<file path="src/rtl/lcg_vec_gen.sv">
// Wide pseudo-random vector generator: a 32-bit LCG fills one 32-bit word of
// the output vector per clock, and each finished vector is offered on a valid/ready handshake.
module lcg_vec_gen #(
  parameter int unsigned OUT_W        = 254,
  parameter logic [31:0] SEED_DEFAULT = 32'hFF01CF99,
  parameter logic [31:0] LCG_MUL      = 32'h41C64E6D,
  parameter logic [31:0] LCG_INC      = 32'h00003039,
  parameter int unsigned CNT_W        = 32
) (
  input  logic             clk,
  input  logic             rst,
  input  logic             seed_load,
  input  logic [31:0]      seed,
  input  logic             start,
  input  logic [CNT_W-1:0] num_vec,
  output logic             vec_valid,
  input  logic             vec_ready,
  output logic [OUT_W-1:0] vec_data,
  output logic [CNT_W-1:0] vec_idx,
  output logic             busy,
  output logic             done
);

  localparam int unsigned NW    = (OUT_W + 31) / 32;
  localparam int unsigned EXT_W = NW * 32;
  localparam int unsigned PTR_W = (NW > 1) ? $clog2(NW) : 1;
  localparam logic [PTR_W-1:0] LAST_WORD = PTR_W'(NW - 1);

  typedef enum logic [1:0] {
    S_IDLE    = 2'd0,
    S_FILL    = 2'd1,
    S_PRESENT = 2'd2,
    S_DONE    = 2'd3
  } state_t;

  state_t             r_state;
  logic [31:0]        r_lcg;
  logic [OUT_W-1:0]   r_data;
  logic [CNT_W-1:0]   r_idx;
  logic [CNT_W-1:0]   r_cnt;
  logic [PTR_W-1:0]   r_w;
  logic               r_valid;
  logic               r_busy;
  logic               r_done;

  logic [31:0]        w_lcg_next;
  logic [PTR_W+4:0]   w_shamt;
  logic [EXT_W-1:0]   w_word_ext;
  logic [EXT_W-1:0]   w_mask_ext;
  logic [OUT_W-1:0]   w_data_next;
  logic [CNT_W-1:0]   w_idx_inc;
  logic               w_last_vec;

  assign w_lcg_next = r_lcg * LCG_MUL + LCG_INC;

  // Place s_next at word r_w; bits shifted past OUT_W fall off, trimming the last word.
  assign w_shamt     = {r_w, 5'b00000};
  assign w_word_ext  = EXT_W'(w_lcg_next) << w_shamt;
  assign w_mask_ext  = EXT_W'(32'hFFFF_FFFF) << w_shamt;
  assign w_data_next = (r_data & ~OUT_W'(w_mask_ext)) | OUT_W'(w_word_ext);

  assign w_idx_inc  = r_idx + CNT_W'(1);
  assign w_last_vec = (r_cnt != '0) && (w_idx_inc == r_cnt);

  always_ff @(posedge clk) begin
    if (rst) begin
      r_state <= S_IDLE;
      r_lcg   <= SEED_DEFAULT;
      r_data  <= '0;
      r_idx   <= '0;
      r_cnt   <= '0;
      r_w     <= '0;
      r_valid <= 1'b0;
      r_busy  <= 1'b0;
      r_done  <= 1'b0;
    end else begin
      case (r_state)
        S_IDLE, S_DONE: begin
          // Seed lands first so a same-cycle start generates from the new seed.
          if (seed_load) begin
            r_lcg <= seed;
          end
          if (start) begin
            r_state <= S_FILL;
            r_cnt   <= num_vec;
            r_idx   <= '0;
            r_w     <= '0;
            r_busy  <= 1'b1;
            r_done  <= 1'b0;
          end
        end
        S_FILL: begin
          r_lcg  <= w_lcg_next;
          r_data <= w_data_next;
          if (r_w == LAST_WORD) begin
            r_w     <= '0;
            r_state <= S_PRESENT;
            r_valid <= 1'b1;
          end else begin
            r_w <= r_w + PTR_W'(1);
          end
        end
        S_PRESENT: begin
          if (vec_ready) begin
            r_valid <= 1'b0;
            if (w_last_vec) begin
              r_state <= S_DONE;
              r_busy  <= 1'b0;
              r_done  <= 1'b1;
            end else begin
              r_idx   <= w_idx_inc;
              r_w     <= '0;
              r_state <= S_FILL;
            end
          end
        end
        default: r_state <= S_IDLE;
      endcase
    end
  end

  assign vec_valid = r_valid;
  assign vec_data  = r_data;
  assign vec_idx   = r_idx;
  assign busy      = r_busy;
  assign done      = r_done;

endmodule

</file>
<file path="config.mk">
export PLATFORM = sky130hd
export DESIGN_NAME = lcg_vec_gen
export DESIGN_NICKNAME = d
export VERILOG_FILES = /design/src/rtl/lcg_vec_gen.sv
export SDC_FILE = /design/constraint.sdc
export NUM_CORES = 1
export LEC_CHECK = 0
export ABC_AREA = 1
export BUFFER_PORTS_ARGS = -buffer_cell sky130_fd_sc_hd__buf_4
export CORE_ASPECT_RATIO = 0.5
export CORE_UTILIZATION = 53
export DETAILED_ROUTE_END_ITERATION = 8
export PLACE_DENSITY = 0.8
export SLEW_MARGIN = 20
export SYNTH_ARGS = -nofsm -noshare
export SYNTH_HDL_FRONTEND = slang
export SYNTH_SLANG_ARGS = --single-unit
</file>
<file path="constraint.sdc">
create_clock -name clk -period 13.59 [get_ports clk]
set_clock_uncertainty 0.2 [all_clocks]
set_input_delay 1.359 -clock clk [delete_from_list [all_inputs] [get_ports clk]]
set_output_delay 1.359 -clock clk [all_outputs]
set_load 0.01 [all_outputs]
</file>
==> reports/qor.txt <==
Status - complete, no violations
HP Class - reg -> reg
First-pass GRT wire length - 135 mm
CTS Buffer Depth - 3
Die ar. - 47800 µm²
Initial antenna violation count - 1
Vias per Instance - 5.66
Asr flop ratio synth - 0%
Worst-path fanout max - 15
Crit path capture type - flop
# hold bufs at CTS - 0
Synthesized instance count - 3318
Largest net degree at the start of global routing - 124
Worst path depth - 25
Most common library cell in the layout ignoring fill and taps - nand2_1
Fmax - 118 MHz
Simple-Gate Fraction of Synth Area - 22.3%
Max incr delay on CP - 1060 ps
Clock Pin Slew Worst Setup and Hold Paths - 70 ps
Final wirelength - 88.8 mm
Post-Synth Adder-Cell Area - 25.9%
CP max-delay cell - dfxtp_1
Root Buffer - clkbuf_16
Main combinational cell family by area after synthesis - adder cells
Slew HR - 19.2%
Worst Tran Pin Value - 1210 ps
RSZ-0062 raised after global routing - no
Die Y - 155 µm
Crit-path most repeated cell - inv_1
DR pass1 iterations - 9
Number of port buffers - 357
Vias in the first global route - 22949
Top cell type's share of synthesized area - 28.8%
CP bufs+invs - 7
Worst R2R Path Depth - 25
Slew Viols, Final - 0
Worst skew pair latency - 550 ps
Max-cap violation count - 0
Drt wl/cell - 21.0 µm
Tmin final - 8500 ps
Total grt overflow - 0
Mapped Area - 24900 µm²
Hold depth - 2
Final period utilization - 62.5%
Synth Warn # - 0
Reg area - 7170 µm²
Register-to-Register Setup Slack - 5090 ps
RR Startpoint - r_lcg[0]
DRT iter0 DRCs - 2834
Netlist cell types - 38
CTS tree - done
Initial Utilization - 54.3%
Layout area overhead - 16.8%
Fin nets - 4050
Hold path start - vec_data[70]
Element type at the critical path start - flop
Vias - 23933
Fillcell total - 4080
Syn avg cell area - 7.49 µm²
Sequential share of the synthesized area - 28.8%
Worst Setup SP - r_lcg[0]
Post-synthesis compound-gate area fraction - 10.4%
Num CTS Buffers - 35
Critical Path RT - 13850 ps
DRC viols - 0
Net Count, Synth - 3790
Fin Setup TNS - 0 ps
ANT nets after route - 0
CTS sink cnt - 358
Mux contribution to synthesized area - 0%
H-Tree Depth - 2
Setup Buffers After CTS - 0
Half-perimeter wire length after placement - 67.6 mm
Synth Flop Type - dfxtp_1
Area taken by multi-input logic gates - 15200 µm²
Core area - 45800 µm²
Ports - 358
Width of the die - 308 µm
Post_cts resized - 0
Final setup fails - 0
GP Congestion - 0.984
Total GRT Usage - 37.0%
Arrival time at the worst endpoint - 8760 ps
Post-synthesis register bit count - 358
Synth area leaders - dfxtp_1 (29%), fa_1 (15%), nand2_1 (12%)
Crit Path Class - reg -> reg
Post-synth EDFFs - 0
FF-to-FF End - vec_data[48]
Crit-path leading delay family - adder cells
FP Rows - 55
Leading cell types in the layout, fill and taps excluded - nand2_1 (806), inv_1 (506), buf_4 (382)
Xor/xnor share of the synthesized area - 2.35%
Largest area contributor in the netlist - dfxtp_1
Ratio of cells with drive above 1 in the final layout - 13.1%
Hold Path Sink - vec_data[70]
Final hold vios - 0
[Yosys cell counts, types with 36 or more instances]
cell / number
o21ai_0: 79
clkbuf_1: 129
ha_1: 216
nand3_1: 96
nor2_1: 251
nand2_1: 810
xor2_1: 36
inv_1: 508
dfxtp_1: 358
nor3_1: 42
nand4_1: 102
a21oi_1: 356
fa_1: 187
[routing by layer]
metal / track usage, % / up-vias / wire length (µm)
li1: - / 11024 / -
met1: 47.5 / 11407 / 34800
met2: 60.4 / 1227 / 41100
met3: 5.78 / 275 / 7370
met4: 19.4 / 0 / 5590
met5: 0 / - / 0
[through the flow]
step / utilization [%] / instance area, µm² / hold slack (ps) / cells / setup slack (ps)
floorplan: - / 24900 / 257 / 3318 / 7130
global placement: 61.0 / 27900 / 243 / 4168 / 5230
detailed placement: 61.1 / 28000 / 256 / 4168 / 5360
CTS: 63.4 / 29000 / 266 / 4225 / 5270
global route: 63.5 / 29000 / 274 / 4226 / 4800
finish: 63.5 / 29000 / 266 / 4226 / 5090
[registers in the layout (all words and copies together), names as in the netlist]
name / cells
busy: 1
done: 1
r_cnt: 32
r_lcg: 32
r_state: 2
r_w: 3
vec_data: 254
vec_idx: 32
vec_valid: 1
[worst max-delay path by stage]
stage | endpoint | slack (ps)
after floorplan | vec_data[122] | 7130
final | vec_data[48] | 5090
after global routing | vec_data[48] | 4800
after global placement | r_lcg[18] | 5230
after detailed placement | vec_data[48] | 5360
after CTS | vec_data[48] | 5270
[area by class of cell]
class / instances / area share [%]
Clock buffer: 45 / 3.35
Sequential cell: 358 / 24.7
Clock inverter: 12 / 0.362
Timing Repair Buffer: 383 / 9.93
Antenna cell: 1 / 0.00862
Multi-Input combinational cell: 2289 / 52.4
Inverter: 511 / 6.61
Tap cell: 627 / 2.70
[worst min-delay path, stage by stage (launching register included)]
cell     delay, ps
dfxtp_1        310
nand2_1         60
a21oi_1         50
[kinds of logic (layout without fill, tap and decap cells)]
group           count (synthesis)  after routing
fa+ha+maj                     403            403
xor+xnor                       65             65
simple gates                 1334           1334
other cells                     0              1
flops                         358            358
compound gates                487            487
buf+inv                       671            951
Power is not shown: default switching activity piles up to over one toggle a cycle in this logic, so the estimate is an artifact.
